$ cat config.mk
export PLATFORM = sky130hd
export DESIGN_NAME = key_event
export DESIGN_NICKNAME = d
export VERILOG_FILES = /design/src/rtl/key_event.sv
export SDC_FILE = /design/constraint.sdc
export NUM_CORES = 1
export LEC_CHECK = 0
export CAP_MARGIN = 20
export CORE_MARGIN = 2
export CORE_UTILIZATION = 55
export DETAILED_ROUTE_END_ITERATION = 10
export PLACE_DENSITY_LB_ADDON = 0.2
export SYNTH_ARGS = -nofsm -noshare
export SYNTH_HDL_FRONTEND = slang
export SYNTH_SLANG_ARGS = --single-unit
$ cat constraint.sdc
create_clock -name clk -period 3.4 [get_ports clk]
set_clock_uncertainty 0.15 [all_clocks]
set_input_delay 0.34 -clock clk [delete_from_list [all_inputs] [get_ports clk]]
set_output_delay 0.34 -clock clk [all_outputs]
set_load 0.05 [all_outputs]
$ cat src/rtl/key_event.sv
// key_event: per-button event generator downstream of the debounce stage.
//
// Turns one debounced, clock-synchronous key level into single-cycle event
// pulses (press, release, click, long press, auto-repeat), a held level and
// a wrapping press counter. Every output is driven straight from a flop.
//
// Parameters
//   LONG_CYC     cycles the key must stay down before long_press fires (>= 2)
//   REP_CYC      auto-repeat period once long_press has fired (>= 1)
//   CNT_W        hold-counter width, must hold max(LONG_CYC, REP_CYC) - 1
//
// Ports
//   clk          system clock
//   rstn         asynchronous active-low reset
//   key          debounced key level, 1 = pressed, synchronous to clk
//   en           event enable, 0 locks the block out
//   press        one-cycle pulse when a press is accepted
//   release_evt  one-cycle pulse on release from DOWN or REPEAT
//                (the bare name "release" is a reserved word)
//   click        one-cycle pulse on a release that came before long_press
//   long_press   one-cycle pulse when the hold reaches LONG_CYC cycles
//   rpt          one-cycle auto-repeat pulse every REP_CYC cycles after that
//   held         level, 1 while in DOWN or REPEAT
//   press_cnt    count of press pulses, wraps 255 -> 0
module key_event #(
    parameter int LONG_CYC = 50_000_000,
    parameter int REP_CYC  = 10_000_000,
    parameter int CNT_W    = 27
) (
    input  logic       clk,
    input  logic       rstn,
    input  logic       key,
    input  logic       en,
    output logic       press,
    output logic       release_evt,
    output logic       click,
    output logic       long_press,
    output logic       rpt,
    output logic       held,
    output logic [7:0] press_cnt
);

    localparam logic [1:0] LOCK   = 2'd0;
    localparam logic [1:0] IDLE   = 2'd1;
    localparam logic [1:0] DOWN   = 2'd2;
    localparam logic [1:0] REPEAT = 2'd3;

    localparam logic [CNT_W-1:0] LONG_LAST = CNT_W'(LONG_CYC - 1);
    localparam logic [CNT_W-1:0] REP_LAST  = CNT_W'(REP_CYC - 1);

    logic [1:0]       state_q, state_d;
    logic [CNT_W-1:0] cnt_q, cnt_d;
    logic             press_q, press_d;
    logic             release_q, release_d;
    logic             click_q, click_d;
    logic             long_q, long_d;
    logic             rpt_q, rpt_d;
    logic             held_q, held_d;
    logic [7:0]       press_cnt_q, press_cnt_d;

    // Priority: en=0 lockout, then key release, then counter terminal events.
    // Release beats a coinciding terminal count, so no long_press/rpt then.
    always_comb begin
        state_d     = state_q;
        cnt_d       = cnt_q;
        press_d     = 1'b0;
        release_d   = 1'b0;
        click_d     = 1'b0;
        long_d      = 1'b0;
        rpt_d       = 1'b0;
        press_cnt_d = press_cnt_q;
        if (!en) begin
            // Lockout mid-hold is silent: no release or click is reported.
            state_d = LOCK;
            cnt_d   = '0;
        end else begin
            case (state_q)
                // A key held through reset or lockout must go low before it
                // can produce a press.
                LOCK: if (!key) state_d = IDLE;
                IDLE: begin
                    if (key) begin
                        state_d     = DOWN;
                        cnt_d       = '0;
                        press_d     = 1'b1;
                        press_cnt_d = press_cnt_q + 8'd1;
                    end
                end
                DOWN: begin
                    if (!key) begin
                        state_d   = IDLE;
                        cnt_d     = '0;
                        release_d = 1'b1;
                        click_d   = 1'b1;
                    end else if (cnt_q == LONG_LAST) begin
                        state_d = REPEAT;
                        cnt_d   = '0;
                        long_d  = 1'b1;
                    end else begin
                        cnt_d = cnt_q + CNT_W'(1);
                    end
                end
                REPEAT: begin
                    if (!key) begin
                        state_d   = IDLE;
                        cnt_d     = '0;
                        release_d = 1'b1;
                    end else if (cnt_q == REP_LAST) begin
                        cnt_d = '0;
                        rpt_d = 1'b1;
                    end else begin
                        cnt_d = cnt_q + CNT_W'(1);
                    end
                end
                default: state_d = LOCK;
            endcase
        end
        // held follows the state being entered so it rises with press.
        held_d = (state_d == DOWN) || (state_d == REPEAT);
    end

    always_ff @(posedge clk or negedge rstn) begin
        if (!rstn) begin
            state_q     <= LOCK;
            cnt_q       <= '0;
            press_q     <= 1'b0;
            release_q   <= 1'b0;
            click_q     <= 1'b0;
            long_q      <= 1'b0;
            rpt_q       <= 1'b0;
            held_q      <= 1'b0;
            press_cnt_q <= 8'd0;
        end else begin
            state_q     <= state_d;
            cnt_q       <= cnt_d;
            press_q     <= press_d;
            release_q   <= release_d;
            click_q     <= click_d;
            long_q      <= long_d;
            rpt_q       <= rpt_d;
            held_q      <= held_d;
            press_cnt_q <= press_cnt_d;
        end
    end

    assign press       = press_q;
    assign release_evt = release_q;
    assign click       = click_q;
    assign long_press  = long_q;
    assign rpt         = rpt_q;
    assign held        = held_q;
    assign press_cnt   = press_cnt_q;

endmodule

# Word-level counts from Yosys, hierarchy flattened
# Cells that the tools add are included.
[totals]
wordCells = 55
regBits = 43
in_bits = 4
[classes]
n_reduce_logical = 6
eq_ne = 9
muxes = 29
n_addsub = 2
[ops]
columns = ["operator", "count"]
rows = [
  ["27-bit two-way mux", 6],
  ["27-bit one-hot mux with 3 select lines", 1],
  ["27-bit by 1-bit adder with 27-bit output, second input constant", 1],
  ["27-bit by 24-bit equality test with 1-bit output, second input constant", 1],
  ["27-bit by 26-bit equality test with 1-bit output, second input constant", 1],
  ["1-bit two-way mux", 16],
  ["2-bit two-way mux", 5],
  ["8-bit by 1-bit adder with 8-bit output, second input constant", 1],
  ["2-bit equality test, second input constant", 4],
  ["2-bit one-hot mux with 3 select lines", 1],
  ["4-bit by 1-bit inequality test with 1-bit output, second input constant", 1],
  ["2-bit OR reduction", 2],
  ["3-bit inequality test, second input constant", 1],
  ["3-bit AND reduction", 1],
  ["2-bit by 1-bit equality test with 1-bit output, second input constant", 1],
  ["2-bit zero test", 1],
  ["2-bit AND reduction", 1],
  ["1-bit logical OR", 1],
]

# Logic depth before layout (Yosys ltp)
[logic_depth]
ltp_word = 7
mapped_depth = 9
mapped_depth_nobuf = 8

# Worst setup path before layout
# No wires, ideal clock.
[synth_timing]
path_type = "reg-to-reg"
from = "register cnt_q[8]"
to = "register cnt_q[20]"
t_arrival_ps = 2066
path_slack_ps = 1066
path_stages_with_launch = 8
path_cell_list = "dfrtp_1 or3_1 or4_4 o21ai_2 a21o_2 buf_4 o21ai_1 a21o_1"
[synth_between]
elab_chain_len = 5
word_cells_on_any_way = 9
[synth_lines]
columns = ["element", "line_no", "source"]
rows = [
  ["start: declaration", "52", "logic [CNT_W-1:0] cnt_q, cnt_d;"],
  ["start signal: assignment", "135", "cnt_q <= cnt_d;"],
  ["27-bit by 1-bit adder with 27-bit output (tied with other cells)", "100, 112", ""],
  ["27-bit two-way mux (on tied branches)", "108, 95", ""],
  ["27-bit two-way mux (on tied branches)", "104, 90", ""],
  ["27-bit one-hot mux with 3 select lines *", "77", "case (state_q)"],
  ["27-bit two-way mux *", "72", "if (!en) begin"],
]
# Mark *: on every way between the ends. The rest lies on a longest branch, timed or not.
# A chain may end at the register's enable or synchronous reset.

# Final worst setup path
[layout_timing]
from = "register cnt_q[8]"
to = "register cnt_q[11]"
# The elaborated chain is that of the path after synthesis.

==> impl_metrics.tcl <==
set metrics [dict create \
    gp_congestion 0.882 \
    postCtsSetupBuffers 0 \
    fill_cells 364 \
    slowest_delay_ns 0.56 \
    final_common_cell "dfrtp_1" \
    ys_seq_elements 43 \
    hold_class "in -> async" \
    crit_type "reg -> reg" \
    use_met3_pct 4.22 \
    grt_pass1_vias 1780 \
    postLayoutSetupSlackWorst_ns 0.852 \
    viasPerCell 6.00 \
    initial_utilization_pct 57.3 \
    setup-tns-final_ns 0 \
    layout-drive-gt1-share_pct 6.79 \
    vdd_drop_max_mv 0.208 \
    power.switching_uw 357 \
    num_rows 23 \
    finalHoldViolations 0 \
    dp_cells 307 \
    vias 1891 \
    ys.flop_type "dfrtp_1" \
    drtAntennaViolNets 0 \
    dpl.hpwl_um 3230 \
    place_ws_ns 0.897 \
    final-seq-area_sq_mm 0.00108 \
    grt_use_met1_pct 34.1 \
    setup_viol 0 \
    syn_avg_cell_area_sq_um 9.24 \
    die_area_sq_mm 0.00470 \
    syn_nets 257 \
    outcome "finished, final reports clean" \
    crit_family "simple AND/OR/NAND/NOR gates" \
    top_usage_layer "met2" \
    synth_top_area_share_pct 47.0 \
    syn_inst 248 \
    clock_latency_ns 0.30 \
    switching_share_pct 32.0 \
    final_nets 273 \
    core-area_sq_mm 0.00400 \
    wl_per_cell_um 15.5 \
    max_slew_margin_pct 38.2 \
    drtIter0Drc 145 \
    critPathArrivalTime_ns 2.60 \
    die_x_um 68.5 \
    layout_common_cells "dfrtp_1 (43), nand2_1 (25), a21oi_1 (18)" \
    cts_max_level 2 \
    worst-path-buf-inv 0 \
    yosysWarnings 0 \
    p_leak_nw 1.08 \
    cts_resized 0 \
    grt_pass1_wl_um 8470 \
    first_pass_iters 6 \
    power_frac_comb_pct 19.5 \
    grt-ovfl-total 0 \
    power_frac_seq_pct 50.5 \
    end_kind "flop" \
    drc 0 \
    rsz0062_at_grt "false" \
    cp_slowest_cell "or4_4" \
    antenna_found_initial 0 \
    syn_to_final_growth_pct 12.1 \
    power_mw 1.11 \
    antenna_cells 0 \
    async_flop_share_pct 100 \
    grt_max_degree 44 \
    synth_area_sq_mm 0.00229 \
    p_int_uw 757 \
    cts_buffers 5 \
    required_ns 3.45 \
    port_buffers 17 \
    maxCapViolations 0 \
    clk_path_buf_depth 2 \
    synth_top_area_cell "dfrtp_1" \
    root_buffer "clkbuf_8" \
    cts_tree "yes" \
    period_share_pct 75.0 \
    die_h_um 68.5 \
    clock-sinks 43 \
    yosys-top-cells-area "dfrtp_1 (47%), nand2_1 (4.1%), a21oi_1 (3.9%)" \
    wirelength_um 4880 \
    cts_hold_buf 0 \
    clkTransAtPathRegs_ns 0.09 \
    period_minus_slack_ns 2.55 \
    ys_seq_area_share_pct 47.0 \
    worst_pin_slew_ns 0.927 \
    power.density_mw_per_mm2 434 \
    gr-usage-met2_pct 37.0 \
    multi_input_area_sq_mm 0.00111 \
    synth_cell_type_count 44 \
    crit_chain "or3_1 -> or4_4 -> o21ai_2 -> a21o_2 -> o21ai_0 -> a22o_1" \
    maxSlewViolCount 0 \
    grt_use_total_pct 24.1 \
    fmax_mhz 392 \
    synth_edf_count 0 \
    cp_max_fo 19 \
    io_pins 18 \
    layoutNonFillerInstCount 315 \
    worstSetupStartpointType "flop" \
    clkPwrFrac_pct 30.0 \
]
==> layout make-up <==
type | count | share of cell area (%)
Multi-Input combinational cell | 184 | 43.4
Sequential cell | 43 | 41.9
Timing Repair Buffer | 19 | 7.02
Clock buffer | 5 | 2.68
Tap cell | 50 | 2.44
Inverter | 11 | 1.61
Clock inverter | 3 | 0.975
==> worst paths after layout <==
| kind | depth (start not counted) | startpoint | to | slack [ns] |
|---|---|---|---|---|
| setup reg to reg | 6 | cnt_q[8]$_DFFE_PN0P_ | cnt_q[11]$_DFFE_PN0P_ | 0.85 |
| max in group asynchronous | 1 | rstn | cnt_q[10]$_DFFE_PN0P_ | 2.50 |
| min in group clk | 1 | press_cnt[7]$_DFFE_PN0P_ | press_cnt[7]$_DFFE_PN0P_ | 0.32 |
| hold / removal | 1 | rstn | state_q[0]$_DFF_PN0_ | 0.02 |
| hold reg to reg | 1 | press_cnt[7]$_DFFE_PN0P_ | press_cnt[7]$_DFFE_PN0P_ | 0.32 |
| setup / recovery | 6 | cnt_q[8]$_DFFE_PN0P_ | cnt_q[11]$_DFFE_PN0P_ | 0.85 |
==> sequential cells by signal, summed over array words and instances (netlist names) <==
name and flops:
click 1, cnt_q 27, held 1, long_press 1
press 1, press_cnt 8, release_evt 1, rpt 1
state_q 2
==> routing by layer <==
| layer | wire (um) | share of wire, % |
|---|---|---|
| met1 | 2360 | 48 |
| met2 | 2210 | 45 |
| met3 | 262 | 5.4 |
| met4 | 46 | 0.94 |
| met5 | 0 | 0 |
==> Yosys cell counts, drive strengths merged (7+ instances only) <==
cell type,count
a21o,8
o21ai,17
a21oi,19
nor3,8
nor2,11
dfrtp,43
inv,11
nand2,25
or3,10
nand4,7
nand3,17
a31oi,14
==> kinds of logic (layout without fill, tap and decap cells) <==
kind of cell    count (synthesis)  after routing  synth area share (%)
compound gates                 67             67                  18.2
xor+xnor                        8              8                  3.06
fa+ha+maj                       5              5                  2.73
buf+inv                        21             38                  4.42
flops                          43             43                  47.0
mux                             1              1                 0.491
simple gates                  103            103                  24.1
==> power groups by stage <==
stage          clock (mW)  combinational [mW]  sequential [mW]
3_5_place_dp            0               0.219            0.574
3_3_place_gp            0               0.211            0.571
2_1_floorplan           0              0.0733            0.639
5_1_grt             0.363               0.238            0.567
4_1_cts             0.341               0.220            0.564
6_report            0.334               0.217            0.562
==> through the flow <==
step	hold slack (ns)	utilization, %	instance area (sq um)
after floorplan	-0.106	-	2290
after global placement	0.309	61.8	2470
after detailed placement	0.312	61.8	2470
after CTS	0.0552	64.2	2570
after global routing	0.105	64.2	2570
final	0.0181	64.2	2570
==> worst reg2reg max path: stages (launching register included) <==
cell and delay, ns:
dfrtp_1 0.45, or3_1 0.38, or4_4 0.56, o21ai_2 0.19, a21o_2 0.38, o21ai_0 0.15
a22o_1 0.19
(Power assumes the default switching activity.)
==> edit 1: new RTL, same flow settings <==
Make the reset (`rstn`) synchronous in one clocked block. Comments in the files are not updated.
--- a/src/rtl/key_event.sv
+++ b/src/rtl/key_event.sv
@@ -120,5 +120,5 @@
     end
 
-    always_ff @(posedge clk or negedge rstn) begin
+    always_ff @(posedge clk) begin
         if (!rstn) begin
             state_q     <= LOCK;
Function: differs if rstn is asserted again (counterexample within 4 cycles, from zero or initial values and one cycle with rstn low); with rstn held inactive, the same outputs for 10 cycles.
==> edit 1 against the original RTL <==
Via count up 9.5%; final area down 0.63%; worst setup slack worse by 0.093 ns; area after synthesis down 1.9%; sequential cell count unchanged; critical path depth up 1; wire length up 0.76%.
Power is not compared: it rests on default switching activity, and its combinational part moved more than twofold at a synthesized area within 25%.
==> edit 1: results (changes against the original RTL) <==
- The run finished with clean final reports.
- The area of all placed cells without fillers is 0.002551 sq mm (-0.63%).
- In the post-synthesis netlist, the biggest area contributors are sky130_fd_sc_hd__dfxtp_1 38%, sky130_fd_sc_hd__nand3_1 5.1%, sky130_fd_sc_hd__a21oi_1 4.9%.
- The pin count of the biggest net entering global routing is 20 (-55%).
- The mean number of vias per cell is 6.179 (+2.9%).
- The internal reg-to-reg setup slack came to 0.76 ns (-0.09 ns).
- The total global-route track usage is 0.2408 (about the same).
- The class of the tightest hold or removal check is register to register.
- The starting DRC count in detailed routing came to 133 (-8.3%).
- The minimum setup slack after placement came to 0.6608 ns (-0.2366 ns).
- The final net count came to 294 (+7.7%).
- The fraction of layout instances using a drive strength above 1 is 0.05965 (-0.008275).
- The number of different library cells in the post-synthesis netlist is 46 (+4.5%).
- The final worst hold slack is 0.3414 ns (+0.3234 ns).
- The weighted congestion at the end of routability-driven global placement is 0.8635 (-2.1%).
- The half-perimeter wire length of the detailed placement result is 3465 um (+7.2%).
- The area after detailed placement is 0.002439 sq mm (-1.4%).
- The worst register-to-register path begins at cnt_q[0].
- The cell with the largest stage delay on the worst path is sky130_fd_sc_hd__o21bai_2.
- The number of fill cells is 354 (-2.7%).
- The worst register-to-register path ends at cnt_q[25].
- By count the netlist is led by 43 x sky130_fd_sc_hd__dfxtp_1, 25 x sky130_fd_sc_hd__nand2_1, 23 x sky130_fd_sc_hd__nand3_1, 22 x sky130_fd_sc_hd__a21oi_1, 12 x sky130_fd_sc_hd__and2_1.
- The synthesized area per cell is 8.385 sq um (-9.2%).
- The global-route wire length before repair is 8452 um (-0.25%).
- The synthesized net count is 278 (+8.2%).
- The data arrival time of the critical path was 2.68 ns (+0.08 ns).
- The fraction of the yosys area taken by sequential cells was 0.3831 (-0.08662).
edit 1: layout make-up:
cell class | count | area share
Multi-Input combinational cell | 207 | 0.5096
Sequential cell | 43 | 0.3374
Timing Repair Buffer | 19 | 0.07258
Clock buffer | 5 | 0.02697
Tap cell | 50 | 0.02452
Clock inverter | 3 | 0.01717
Inverter | 8 | 0.01177
edit 1: how the worst max path moves through the flow:
stage | start | endpoint | slack [ns]
finish | cnt_q[0] | cnt_q[25] | 0.76
global route | cnt_q[0] | cnt_q[25] | 0.53
CTS | cnt_q[0] | cnt_q[25] | 0.78
detailed placement | rstn | cnt_q[7] | 0.66
global placement | rstn | cnt_q[14] | 0.71
floorplan | cnt_q[0] | cnt_q[14] | 1.08
edit 1: cell families (layout without fill, tap and decap cells):
group	after synthesis	count (layout)	share of synthesized area
mux	5	5	0.02227
buf+inv	18	35	0.03842
fa+ha+maj	6	6	0.03341
compound gates	67	67	0.1904
flops	43	43	0.3831
xor+xnor	8	8	0.03118
simple gates	121	121	0.3012
edit 1: critical path: cells and delay by family, from the launching register on:
family	cells	cell delay (ns)
flops	1	0.41
simple gates	4	1.13
compound gates	2	0.63
fa+ha+maj	1	0.22
edit 1: metal layers:
layer | global-route usage | routed length, um
met1 | 0.2994 | 2238
met2 | 0.3956 | 2353
met3 | 0.05263 | 261
met4 | 0.1125 | 61
met5 | 0 | 0
edit 1: power groups by stage:
stage               clock (mW)  sequential, mW  combinational [mW]
global route             0.428           0.506              0.0470
finish                   0.402           0.505              0.0423
global placement             0           0.517              0.0415
floorplan                    0           0.519              0.0270
detailed placement           0           0.517              0.0418
CTS                      0.408           0.505              0.0419
==> edit 2: new RTL, same settings <==
Made on the original files. The parameter `CNT_W` goes from 27 to 54.
--- a/src/rtl/key_event.sv
+++ b/src/rtl/key_event.sv
@@ -26,5 +26,5 @@
     parameter int LONG_CYC = 50_000_000,
     parameter int REP_CYC  = 10_000_000,
-    parameter int CNT_W    = 27
+    parameter int CNT_W    = 54
 ) (
     input  logic       clk,
Formal check against the unedited RTL: no difference found for any inputs over 10 cycles, from zero or initial values and one cycle with rstn low; that may be too few to reach the edited logic, so the function may still have changed.
==> edit 2 against the original RTL <==
First-iteration DRC count rose by 55%; worst setup slack got worse by 0.47 ns; wire length rose by 95%; non-clock buffer count rose by 10; synthesized cell count rose by 82%; final area rose by 78%; sequential cell count rose by 27; total power rose by 83%; sequential share of layout area fell by 3.6 points; highest routed layer unchanged; hold slack improved by 0.30 ns; global-route usage rose by 0.44 points; area after synthesis rose by 77%.
==> edit 2: results (changes against the original RTL) <==
- The class of the tightest hold or removal check is register to register.
- The number of hold buffers added after cts is 1 (+1).
- The number of buffers inserted during clock tree synthesis is 9 (+4).
- The fraction of the yosys area taken by sequential cells came to 0.4326 (-0.03706).
- The data arrival time of the critical path was 3.11 ns (+0.51 ns).
- The worst voltage drop across the vdd grid is 0.0003890 V (+87%).
- The compound-cell area share of the yosys netlist is 0.2036 (+0.02178).
- The number of fill cells was 590 (+62%).
- The headroom to the max-slew limit is 0.3839 (+0.002178).
- The global-route wire length before repair is 16080 um (+90%).
- The pin count of the biggest net entering global routing was 38 (-14%).
- The number of global-route vias before repair is 3313 (+86%).
- The top achievable clock speed is 0.3310 GHz (-16%).
- The synthesized net count is 461 (+79%).
- The source-to-sink clock delay at the later pin of the worst-skew pair is 0.35 ns (+0.05 ns).
- The area share of fa/ha/maj cells after synthesis is 0.01545 (-0.01186).
- The weighted congestion at the end of routability-driven global placement came to 0.8094 (-8.3%).
- The count of non-filler cells in the finished layout was 571 (+81%).
- The most critical setup path has its startpoint at cnt_q[41].
- The total instance count after detailed placement is 554 (+80%).
- The xor/xnor share of the synthesized area is 0.01514 (-0.01544).
- The number of optimization iterations in the first detailed-route pass is 5 (-1).
- The fraction of layout instances using a drive strength above 1 is 0.07627 (+0.008347).
- The area of all placed cells without fillers is 0.004576 sq mm (+78%).
- The number of flip-flops under the largest register name was 54 (+100%).
- The synthesized area per cell was 8.958 sq um (-3.0%).
- The total global-route track usage is 0.2455 (+0.004428).
- The starting DRC count in detailed routing is 225 (+55%).
- The critical path ends at cnt_q[35].
- The commonest cells after synthesis are 70 x sky130_fd_sc_hd__dfrtp_1, 61 x sky130_fd_sc_hd__nand2_1, 39 x sky130_fd_sc_hd__nand3_1, 34 x sky130_fd_sc_hd__nor2_1, 27 x sky130_fd_sc_hd__a21oi_1.
- The area after detailed placement is 0.004304 sq mm (+74%).
- The leakage power is 1.946 nW (+79%).
- The number of different library cells in the post-synthesis netlist came to 56 (+27%).
- The count of vias placed by the detailed router was 3648 (+93%).
- The total number of H-tree levels was 3 (+1).
- The number of cells traversed by the worst register-to-register path is 7 (+1).
- The flow ran to the end, and the final reports show no timing, DRC or antenna violations.
edit 2: area by class of cell:
type | count | area share
Multi-Input combinational cell | 351 | 0.4662
Sequential cell | 70 | 0.3828
Timing Repair Buffer | 29 | 0.06180
Clock inverter | 6 | 0.02926
Clock buffer | 10 | 0.02789
Tap cell | 99 | 0.02707
Inverter | 6 | 0.004922
edit 2: per-layer routing:
metal	GRT usage	share of wire	vias to the layer above
met1	0.3553	0.47	1778
met4	0.07051	0.013	0
met5	0	0	-
li1	-	-	1758
met2	0.3699	0.47	99
met3	0.06035	0.047	13
edit 2: report_power, final:
group	internal, mW	switching, mW
clock	0.562	0.330
sequential	0.855	0.0247
combinational	0.0871	0.181
total	1.50	0.535
edit 2: worst min path at each step:
stage | start | end | slack, ns | cells past startpoint
after floorplan | rstn | click | -0.11 | 0
after global placement | press_cnt[7] | press_cnt[7] | 0.31 | 1
after CTS | press_cnt[7] | press_cnt[7] | 0.33 | 1
after detailed placement | rstn | cnt_q[36] | 0.17 | 1
after global routing | press_cnt[7] | press_cnt[7] | 0.36 | 1
final | press_cnt[7] | press_cnt[7] | 0.32 | 1
edit 2: critical path, cell delays in order (launching register included):
cell	delay [ns]
sky130_fd_sc_hd__dfrtp_1	0.40
sky130_fd_sc_hd__or4_4	0.55
sky130_fd_sc_hd__or3_4	0.42
sky130_fd_sc_hd__o41ai_2	0.37
sky130_fd_sc_hd__a21oi_4	0.32
sky130_fd_sc_hd__buf_12	0.26
sky130_fd_sc_hd__and3_1	0.17
sky130_fd_sc_hd__a221o_1	0.25
